==> src/rtl/wb_sdram_traffic_master.sv <==
// Wishbone traffic initiator for the SDRAM controller app port: pattern writes and read-back
// compare, issued as classic single cycles or as MAX_BL-aligned incrementing bursts.
module wb_sdram_traffic_master #(
  parameter int APP_AW  = 26,
  parameter int dw      = 32,
  parameter int MAX_BL  = 8,
  parameter int TIMEOUT = 1023
) (
  input  logic              wb_clk_i,
  input  logic              wb_resetn,
  input  logic              start,
  input  logic [1:0]        mode,
  input  logic              burst_en,
  input  logic [APP_AW-1:0] base_addr,
  input  logic [15:0]       num_words,
  input  logic [dw-1:0]     seed,
  output logic              wb_cyc_o,
  output logic              wb_stb_o,
  output logic              wb_we_o,
  output logic [APP_AW-1:0] wb_addr_o,
  output logic [dw-1:0]     wb_dat_o,
  output logic [dw/8-1:0]   wb_sel_o,
  output logic [2:0]        wb_cti_o,
  input  logic              wb_ack_i,
  input  logic [dw-1:0]     wb_dat_i,
  output logic              busy,
  output logic              done,
  output logic [15:0]       err_cnt,
  output logic [APP_AW-1:0] first_err_addr,
  output logic              timeout_err
);
  localparam int SW = dw / 8;
  localparam int AB = $clog2(SW);
  localparam int LB = $clog2(MAX_BL);
  localparam int BW = LB + 1;
  localparam int TW = $clog2(TIMEOUT + 1);

  localparam logic [2:0] CTI_CLASSIC = 3'b000;
  localparam logic [2:0] CTI_INCR    = 3'b010;
  localparam logic [2:0] CTI_EOB     = 3'b111;

  typedef enum logic [1:0] {IDLE, REQ, GAP, DONE} state_t;
  state_t state_q, state_d;

  logic [15:0]       idx_q, idx_d, nw_q, nw_d, err_q, err_d;
  logic [APP_AW-1:0] base_q, base_d, addr_q, addr_d, fea_q, fea_d;
  logic [dw-1:0]     seed_q, seed_d, dat_q, dat_d;
  logic              rd_q, rd_d, wtr_q, wtr_d, burst_q, burst_d;
  logic              cyc_q, cyc_d, we_q, we_d;
  logic [2:0]        cti_q, cti_d;
  logic              busy_q, busy_d, done_q, done_d, tmo_err_q, tmo_err_d;
  logic [TW-1:0]     tmo_q, tmo_d;
  logic [BW-1:0]     left_q, left_d;

  // Setup of the first beat of a burst (or of a classic beat); in IDLE it reads the raw inputs
  // so the first beat is on the bus the cycle after start.
  logic [APP_AW-1:0] s_base, s_addr;
  logic [dw-1:0]     s_seed, s_dat;
  logic [15:0]       s_nw, s_idx;
  logic              s_burst;
  logic [16:0]       s_rem;
  logic [LB-1:0]     s_off;
  logic [BW-1:0]     s_room, s_len;
  logic [2:0]        s_cti;

  always_comb begin
    if (state_q == IDLE) begin
      s_base  = {base_addr[APP_AW-1:AB], {AB{1'b0}}};
      s_seed  = seed;
      s_nw    = num_words;
      s_burst = burst_en;
      s_idx   = '0;
    end else begin
      s_base  = base_q;
      s_seed  = seed_q;
      s_nw    = nw_q;
      s_burst = burst_q;
      s_idx   = idx_q;
    end
    s_addr = s_base + (APP_AW'(s_idx) << AB);
    s_dat  = s_seed + dw'(s_idx);
    s_rem  = {1'b0, s_nw} - {1'b0, s_idx};
    s_off  = s_addr[AB +: LB];
    s_room = BW'(MAX_BL) - {1'b0, s_off};
    s_len  = (s_rem < 17'(s_room)) ? s_rem[BW-1:0] : s_room;
    s_cti  = !s_burst ? CTI_CLASSIC : (s_len == BW'(1)) ? CTI_EOB : CTI_INCR;
  end

  logic last_beat;

  always_comb begin
    state_d   = state_q;
    idx_d     = idx_q;
    nw_d      = nw_q;
    err_d     = err_q;
    base_d    = base_q;
    addr_d    = addr_q;
    fea_d     = fea_q;
    seed_d    = seed_q;
    dat_d     = dat_q;
    rd_d      = rd_q;
    wtr_d     = wtr_q;
    burst_d   = burst_q;
    cyc_d     = cyc_q;
    we_d      = we_q;
    cti_d     = cti_q;
    busy_d    = busy_q;
    done_d    = done_q;
    tmo_err_d = tmo_err_q;
    tmo_d     = tmo_q;
    left_d    = left_q;
    last_beat = ({1'b0, idx_q} + 17'd1) == {1'b0, nw_q};
    case (state_q)
      IDLE: if (start) begin
        base_d    = s_base;
        seed_d    = seed;
        nw_d      = num_words;
        burst_d   = burst_en;
        rd_d      = mode[0];
        wtr_d     = (mode == 2'b10);
        idx_d     = '0;
        err_d     = '0;
        fea_d     = '0;
        tmo_err_d = 1'b0;
        if (num_words == 16'd0) begin
          state_d = DONE;
          done_d  = 1'b1;
        end else begin
          state_d = REQ;
          busy_d  = 1'b1;
          cyc_d   = 1'b1;
          we_d    = !mode[0];
          addr_d  = s_addr;
          dat_d   = s_dat;
          cti_d   = s_cti;
          left_d  = s_len;
          tmo_d   = '0;
        end
      end
      REQ: if (wb_ack_i) begin
        tmo_d = '0;
        idx_d = idx_q + 16'd1;
        // dat_q always carries seed+i, so it doubles as the read-back expectation
        if (rd_q && (wb_dat_i != dat_q)) begin
          if (err_q != 16'hFFFF) err_d = err_q + 16'd1;
          if (err_q == 16'd0)    fea_d = addr_q;
        end
        if (burst_q && (left_q != BW'(1))) begin
          addr_d = addr_q + APP_AW'(SW);
          dat_d  = dat_q + dw'(1);
          left_d = left_q - BW'(1);
          cti_d  = (left_q == BW'(2)) ? CTI_EOB : CTI_INCR;
        end else begin
          cyc_d   = 1'b0;
          we_d    = 1'b0;
          cti_d   = CTI_CLASSIC;
          state_d = GAP;
          if (last_beat) begin
            if (wtr_q && !rd_q) begin
              idx_d = '0;
              rd_d  = 1'b1;
            end else begin
              state_d = DONE;
              done_d  = 1'b1;
              busy_d  = 1'b0;
            end
          end
        end
      end else if (tmo_q == TW'(TIMEOUT)) begin
        cyc_d     = 1'b0;
        we_d      = 1'b0;
        cti_d     = CTI_CLASSIC;
        tmo_err_d = 1'b1;
        state_d   = DONE;
        done_d    = 1'b1;
        busy_d    = 1'b0;
      end else begin
        tmo_d = tmo_q + TW'(1);
      end
      GAP: begin
        state_d = REQ;
        cyc_d   = 1'b1;
        we_d    = !rd_q;
        addr_d  = s_addr;
        dat_d   = s_dat;
        cti_d   = s_cti;
        left_d  = s_len;
        tmo_d   = '0;
      end
      DONE: begin
        state_d = IDLE;
        done_d  = 1'b0;
      end
      default: state_d = IDLE;
    endcase
  end

  always_ff @(posedge wb_clk_i) begin
    if (!wb_resetn) begin
      state_q   <= IDLE;
      idx_q     <= '0;
      nw_q      <= '0;
      err_q     <= '0;
      base_q    <= '0;
      addr_q    <= '0;
      fea_q     <= '0;
      seed_q    <= '0;
      dat_q     <= '0;
      rd_q      <= 1'b0;
      wtr_q     <= 1'b0;
      burst_q   <= 1'b0;
      cyc_q     <= 1'b0;
      we_q      <= 1'b0;
      cti_q     <= CTI_CLASSIC;
      busy_q    <= 1'b0;
      done_q    <= 1'b0;
      tmo_err_q <= 1'b0;
      tmo_q     <= '0;
      left_q    <= '0;
    end else begin
      state_q   <= state_d;
      idx_q     <= idx_d;
      nw_q      <= nw_d;
      err_q     <= err_d;
      base_q    <= base_d;
      addr_q    <= addr_d;
      fea_q     <= fea_d;
      seed_q    <= seed_d;
      dat_q     <= dat_d;
      rd_q      <= rd_d;
      wtr_q     <= wtr_d;
      burst_q   <= burst_d;
      cyc_q     <= cyc_d;
      we_q      <= we_d;
      cti_q     <= cti_d;
      busy_q    <= busy_d;
      done_q    <= done_d;
      tmo_err_q <= tmo_err_d;
      tmo_q     <= tmo_d;
      left_q    <= left_d;
    end
  end

  assign wb_cyc_o       = cyc_q;
  assign wb_stb_o       = cyc_q;
  assign wb_we_o        = we_q;
  assign wb_addr_o      = addr_q;
  assign wb_dat_o       = dat_q;
  assign wb_sel_o       = {SW{cyc_q}};
  assign wb_cti_o       = cti_q;
  assign busy           = busy_q;
  assign done           = done_q;
  assign err_cnt        = err_q;
  assign first_err_addr = fea_q;
  assign timeout_err    = tmo_err_q;

endmodule
==> config.mk <==
export PLATFORM = sky130hd
export DESIGN_NAME = wb_sdram_traffic_master
export DESIGN_NICKNAME = d
export VERILOG_FILES = /design/src/rtl/wb_sdram_traffic_master.sv
export SDC_FILE = /design/constraint.sdc
export NUM_CORES = 1
export LEC_CHECK = 0
export ABC_AREA = 1
export ABC_CLOCK_PERIOD_IN_PS = 5600
export BUFFER_PORTS_ARGS = -buffer_cell sky130_fd_sc_hd__buf_2
export CAP_MARGIN = 20
export CORE_ASPECT_RATIO = 1.25
export CORE_MARGIN = 10
export CORE_UTILIZATION = 30
export DETAILED_ROUTE_END_ITERATION = 8
export PLACE_DENSITY = 0.55
export SETUP_SLACK_MARGIN = 0.4
export SLEW_MARGIN = 15
export SYNTH_ARGS = -nofsm -noshare
export SYNTH_HDL_FRONTEND = slang
export SYNTH_SLANG_ARGS = --single-unit
==> constraint.sdc <==
create_clock -name wb_clk_i -period 5.6 [get_ports wb_clk_i]
set_input_delay 0.84 -clock wb_clk_i [delete_from_list [all_inputs] [get_ports wb_clk_i]]
set_output_delay 0.84 -clock wb_clk_i [all_outputs]
set_load 0.05 [all_outputs]
==> results.ini, run 1 <==
[final_layout]
fin_nets = 2806
final_core_util_pct = 35.1
mostFrequentLayoutCell = nand2_1
area_growth_syn_to_layout_pct = 15.4
drive_gt1_share_pct = 14.3
mostFrequentLayoutCells = 528 x nand2_1, 277 x a21oi_1, 275 x inv_1

[clocking]
cts_buffer_depth = 3
cts.clk_slew.worst_paths_ns = 0.06
htree_levels = 1
root_buffer = clkbuf_16
cts_num_sinks = 216
cts_resized = 0
cts_tree = built
insertion_delay_ns = 0.57
cts_buffers = 26
post_cts_buffers = 0
cts_hold_buf = 0

[sta]
fin_crit_sh_pct = 78.5
period_needed_ns = 4.40
max_slew_margin_pct = 30.9
max_freq_mhz = 227
slew_violations = 0
hold_viol = 0
fin_ws_ns = 1.20
rsz0062_at_grt = false
setup_violations = 0
holdWs_ns = 0.447
tightestPinTransition_ns = 1.04
fin_worst_skew_ns = 0.0255
tns_ns = 0

[logic_synthesis]
yosysWarningCount = 0
synth_top_area_share_pct = 27.4
seq_area_frac_synth_pct = 27.4
syn_area_per_cell_um2 = 6.35
netlist_area_um2 = 15800
synth_edf_count = 0
yosys-top-cells-area = dfxtp_1 27%, nand2_1 13%, a21oi_1 8.8%, inv_1 6.6%, o21ai_0 6.3%
synth-async-reset-ratio_pct = 0
ys_types = 62
ys_ff_latch = 216
yosysTopAreaCell = dfxtp_1
syn_nets = 2656
synthFlopType = dfxtp_1
syn_inst = 2482

[power_and_ir_drop]
seq_power_share_pct = 23.8
power_frac_comb_pct = 58.9
worst_ir_drop_vdd_mv = 0.392
switching_power_mw = 5.34
p_per_area_nw_per_um2 = 543
p_clk_share_pct = 17.3
swShare_pct = 54.1
total_leakage_power_nw = 7.93
power.internal_mw = 4.53

[setup_path]
slowest_stage = dfxtp_1
path_buf_inv = 4
path_delay_family = adder cells
critPathCaptureType = register
critPathArrivalTime_ns = 4.85
cp_slowest_stage_delay_ns = 0.45
rrSetupSlack_ns = 1.20
path_class = register to register
cp.required_ns = 6.05
start_kind = register
cp_max_fo = 65

[route]
drtIter0Drc = 1006
dr_total_vias = 16800
detail_route.first_pass.iterations = 6
wl_um = 58700
route.detailed.drc = 0
detail_route.wl_per_cell_um = 17.7
postRouteAntennaNets = 0
viasPerCell = 5.08

[job]
drv_cap = 0

[floorplan]
initial_core_util_pct = 30.5
core_area_um2 = 51800
num_rows = 93
ios = 226
fp.dieH_um = 276
die_x_um = 225
fp.dieArea_um2 = 62200

[hold_path]
hold_class = register to register

[global_routing]
grt_max_degree = 88
antenna_found_initial = 5
grt_pass1_wl_um = 90900
grt-ovfl-total = 0
groute.usage.overall_pct = 18.1
first_global_vias = 16000

[place]
port_buffers = 223
place.gp.congestion = 0.929
place_ws_ns = 1.16
dpl.hpwl_um = 45300

[outcome]
outcome = complete, no violations

## kinds of logic (layout without fill, tap and decap cells)
kind of cell	count (synthesis)	after routing	share of synthesized area (%)
AOI/OAI and AO/OA	589	589	20.4
xor gates and xnor gates	93	93	5.21
adders and majority gates	61	61	4.89
buffers and inverters	405	572	10.3
DFF	216	216	27.4
other	0	2	0
and+or+nand+nor	1118	1118	31.8
## synthesized netlist by cell type, types with 43 or more instances
master and number:
ha_1 60, nor2_1 243, a21oi_1 278, inv_1 276
xnor2_1 49, nand2_1 528, nor3_1 43, clkbuf_1 73
nand4_1 70, o21ai_0 199, xor2_1 43, nand3_1 131
dfxtp_1 216
## worst paths after layout
check / start / endpoint / cells past startpoint
setup / recovery: state_q[0] / wb_cti_o[0] / 25
hold / removal: seed_q[26] / seed_q[26] / 2
setup reg to reg: state_q[0] / wb_cti_o[0] / 25
hold reg to reg: seed_q[26] / seed_q[26] / 2
## worst register-to-register path: stages, from the launching register on
cell      delay [ns]
dfxtp_1         0.45
inv_1           0.18
ha_4            0.25
inv_6           0.39
o21ai_0         0.25
ha_1            0.31
ha_1            0.33
inv_1           0.07
ha_1            0.20
xnor2_1         0.20
inv_1           0.07
ha_1            0.29
a21oi_1         0.12
a21boi_0        0.09
nor2_1          0.18
nand2_1         0.08
nor2_1          0.09
nand2_1         0.06
nor2_1          0.08
nand2_1         0.06
nor2_2          0.15
nand3_1         0.13
nand3_1         0.10
nor2_1          0.04
nand2_1         0.08
a21oi_2         0.05
## registers in the layout, summed over array words and instances (netlist names), 10 cells and up
register and count:
first_err_addr 26, wb_addr_o 26, base_q 26, idx_q 16, nw_q 16, wb_dat_o 32
tmo_q 10, seed_q 32, err_cnt 16
## power groups by stage
stage | combinational, mW | clock, mW | sequential (mW)
2_1_floorplan | 3.86 | 0 | 2.80
3_3_place_gp | 5.74 | 0 | 2.37
3_5_place_dp | 5.79 | 0 | 2.38
4_1_cts | 5.81 | 1.76 | 2.35
5_1_grt | 6.48 | 1.81 | 2.41
6_report | 5.82 | 1.70 | 2.35
## metrics by stage
step / total power, mW / cells / cell area (um2)
2_1_floorplan: 6.66 / 2482 / 15800
3_3_place_gp: 8.11 / 3268 / 17300
3_5_place_dp: 8.16 / 3268 / 17300
4_1_cts: 9.91 / 3313 / 18200
5_1_grt: 10.7 / 3314 / 18200
6_report: 9.87 / 3316 / 18200
## routing by layer
metal / track usage [%] / vias up / share of wire (%)
met5: 0 / - / 0.072
met4: 5.76 / 8 / 2.9
met3: 2.80 / 85 / 6.0
met2: 29.6 / 443 / 46
met1: 23.9 / 7766 / 45
li1: - / 8543 / -
## cell type report
class / count / area (um2)
diodes: 2 / 5.00
clock buffers: 34 / 751
clock inverters: 11 / 96.3
fillers: 5633 / 33600
inverters: 293 / 1110
multi-input cells: 1861 / 9860
flip-flops and latches: 216 / 4320
well taps: 665 / 832
repair buffers: 234 / 1210
Note: power is estimated with default switching activity, not from simulation.
==> run 2, diff against run 1 <==
--- a/config.mk
+++ b/config.mk
@@ -5,15 +5,15 @@
 export SDC_FILE = /design/constraint.sdc
 export NUM_CORES = 1
 export LEC_CHECK = 0
-export ABC_AREA = 1
-export ABC_CLOCK_PERIOD_IN_PS = 5600
+export ABC_AREA = 0
+export ABC_CLOCK_PERIOD_IN_PS = 3850
 export BUFFER_PORTS_ARGS = -buffer_cell sky130_fd_sc_hd__buf_2
 export CAP_MARGIN = 20
 export CORE_ASPECT_RATIO = 1.25
 export CORE_MARGIN = 10
 export CORE_UTILIZATION = 30
 export DETAILED_ROUTE_END_ITERATION = 8
-export PLACE_DENSITY = 0.55
+export PLACE_DENSITY = 0.57
 export SETUP_SLACK_MARGIN = 0.4
 export SLEW_MARGIN = 15
 export SYNTH_ARGS = -nofsm -noshare
==> constraint.sdc (replaced) <==
create_clock -name wb_clk_i -period 3.85 [get_ports wb_clk_i]
set_input_delay 0.5775 -clock wb_clk_i [delete_from_list [all_inputs] [get_ports wb_clk_i]]
set_output_delay 0.5775 -clock wb_clk_i [all_outputs]
set_load 0.05 [all_outputs]
==> results.ini, run 2 <==
[place]
place_ws_ns = -0.0924
dpl.hpwl_um = 40500
port_buffers = 223
place.gp.congestion = 0.889

[sta]
max_freq_mhz = 257
setup_violations = 3
max_slew_margin_pct = 36.1
fin_ws_ns = -0.0410
fin_worst_skew_ns = 0.0130
fin_crit_sh_pct = 101
tightestPinTransition_ns = 0.959
rsz0062_at_grt = true
period_needed_ns = 3.89
slew_violations = 0
hold_viol = 0

[outcome]
outcome = complete, but fails checks
violations = negative setup slack

[route]
postRouteAntennaNets = 0
detail_route.wl_per_cell_um = 19.3
dr_total_vias = 14900
detail_route.first_pass.iterations = 6
drtIter0Drc = 1094
wl_um = 54400
route.detailed.drc = 0
viasPerCell = 5.29

[final_layout]
final_core_util_pct = 39.4
mostFrequentLayoutCell = nand2_1
area_growth_syn_to_layout_pct = 29.1
fin_nets = 2334
mostFrequentLayoutCells = 286 x nand2_1, 223 x buf_2, 211 x dfxtp_1
drive_gt1_share_pct = 25.8

[setup_path]
cp_slowest_stage_delay_ns = 0.32
critPathCaptureType = register
path_class = register to register
path_delay_family = adder cells
critPathArrivalTime_ns = 4.30
path_buf_inv = 5
path_common_cell = ha_4
start_kind = register
worstReg2RegStart = state_q[1]
crit_start = state_q[1]
crit_path_cell_trace = inv_2, ha_4, buf_6, mux2_4, ha_4, ha_4, inv_2, ha_4, xor2_2, ha_1, nor2b_1, o21ai_1, nand3_1, nor4_2, nand4_1, nor4_4, buf_4, buf_6, mux2i_1, o22ai_1
slowest_stage = dfxtp_2
cp_max_fo = 4
cp.required_ns = 4.26

[clocking]
cts_buffer_depth = 3
cts.clk_slew.worst_paths_ns = 0.06
cts_num_sinks = 216
htree_levels = 1
cts_buffers = 27
insertion_delay_ns = 0.56
cts_tree = built
root_buffer = clkbuf_16

[logic_synthesis]
synthTopCellsByCount = 291 x nand2_1, 216 x dfxtp_1, 189 x a21oi_1
ys_types = 76
synth_top_area_share_pct = 29.9
synthFlopType = dfxtp_1
syn_area_per_cell_um2 = 7.58
yosysTopAreaCell = dfxtp_1
seq_area_frac_synth_pct = 29.9
yosys-top-cells-area = dfxtp_1 30%, nand2_1 7.5%, a21oi_1 6.5%, ha_1 5.2%, xor2_1 4.2%
syn_inst = 1909
ys_ff_latch = 216
synth_edf_count = 0
yosysWarningCount = 0
syn_nets = 2083
netlist_area_um2 = 14500
synth-async-reset-ratio_pct = 0
yosys.cell_count.top_type = nand2_1

[global_routing]
grt_pass1_wl_um = 81900
first_global_vias = 14200
grt-ovfl-total = 0
antenna_found_initial = 5
grt_max_degree = 109
groute.usage.overall_pct = 17.6

[hold_path]
min-delay-start = burst_en
hold_class = input pin to register

[floorplan]
initial_core_util_pct = 30.5
num_rows = 89
die_x_um = 216
ios = 226
fp.dieArea_um2 = 57500
fp.dieH_um = 266
core_area_um2 = 47400

[power_and_ir_drop]
total_leakage_power_nw = 7.78
p_per_area_nw_per_um2 = 776
worst_ir_drop_vdd_mv = 0.378

[job]
drv_cap = 0

run 2: cell count changes after synthesis, moves of 23 or more:
cell	before	now
nand2_1	528	291
inv_1	276	54
nor2_1	243	127
o21ai_0	199	85
a21oi_1	278	189
mux2i_1	0	50
mux2_2	0	45
nand4_1	70	27
nand2b_1	0	42
nand3_1	131	91
a21o_1	3	31
xor2_1	43	70
and3_1	4	29
a222oi_1	0	23
run 2: cells by family (layout without fill, tap and decap cells):
logic type,count (synthesis),in the layout,synth area share (%)
xor+xnor,128,128,7.74
simple gates,768,769,25.1
buf+inv,172,439,4.75
fa+ha+maj,63,63,5.46
flops,216,216,29.9
mux,95,95,6.96
compound gates,467,467,20.1
other cells,0,2,0
run 2: where the power goes:
part	internal [mW]	total [mW]	switching, mW
Combinational	3.26	8.60	5.33
Sequential	2.71	3.29	0.583
Clock	1.58	2.63	1.05
run 2: final cells by class:
type	count	area, um2
diodes	2	5.00
clock buffers	38	767
clock inverters	8	128
fillers	4921	28700
inverters	56	213
multi-input cells	1522	10300
flip-flops and latches	216	4330
well taps	637	797
repair buffers	337	2160
run 2: final timing paths:
| kind | to | slack [ns] | cells past startpoint |
|---|---|---|---|
| worst max-delay path | left_q[3] | -0.04 | 20 |
| worst min-delay path | burst_q | 0.27 | 3 |
| worst max register to register | left_q[3] | -0.04 | 20 |
| worst min register to register | base_q[16] | 0.45 | 2 |
run 2: worst register-to-register path, delay by kind of cell (launching register included):
kind / cells / cell delay, ns
fa+ha+maj: 5 / 1.10
buf+inv: 5 / 0.54
mux: 2 / 0.52
simple gates: 5 / 0.86
xor+xnor: 1 / 0.18
flops: 1 / 0.32
compound gates: 2 / 0.23
run 2: repair_timing:
action                                  CTS  global route
endpoints found under the setup margin   47            51
setup buffers                             9            21
hold buffers                              0             0
gates cloned                              1             2
pin swaps                                13            33
gates resized for setup                  35           110
run 2: metrics by stage:
step / TNS [ns] / total power, mW / hold slack [ns] / instance area, um2 / std cells
floorplan: -4.21 / 8.82 / 0.432 / 14700 / 1909
global placement: -0.0981 / 11.0 / 0.439 / 16800 / 2734
detailed placement: -0.221 / 11.1 / 0.445 / 16800 / 2734
CTS: 0 / 14.1 / 0.236 / 17900 / 2790
global route: -0.632 / 15.4 / 0.260 / 18700 / 2816
finish: -0.0608 / 14.5 / 0.268 / 18700 / 2816
run 2: metal layers:
metal / GRT usage, % / vias to the layer above / share of wire (%)
met1: 21.6 / 7107 / 41
met4: 5.56 / 2 / 2.7
met5: 0 / - / 0.024
li1: - / 7311 / -
met3: 2.58 / 65 / 5.7
met2: 31.1 / 416 / 50
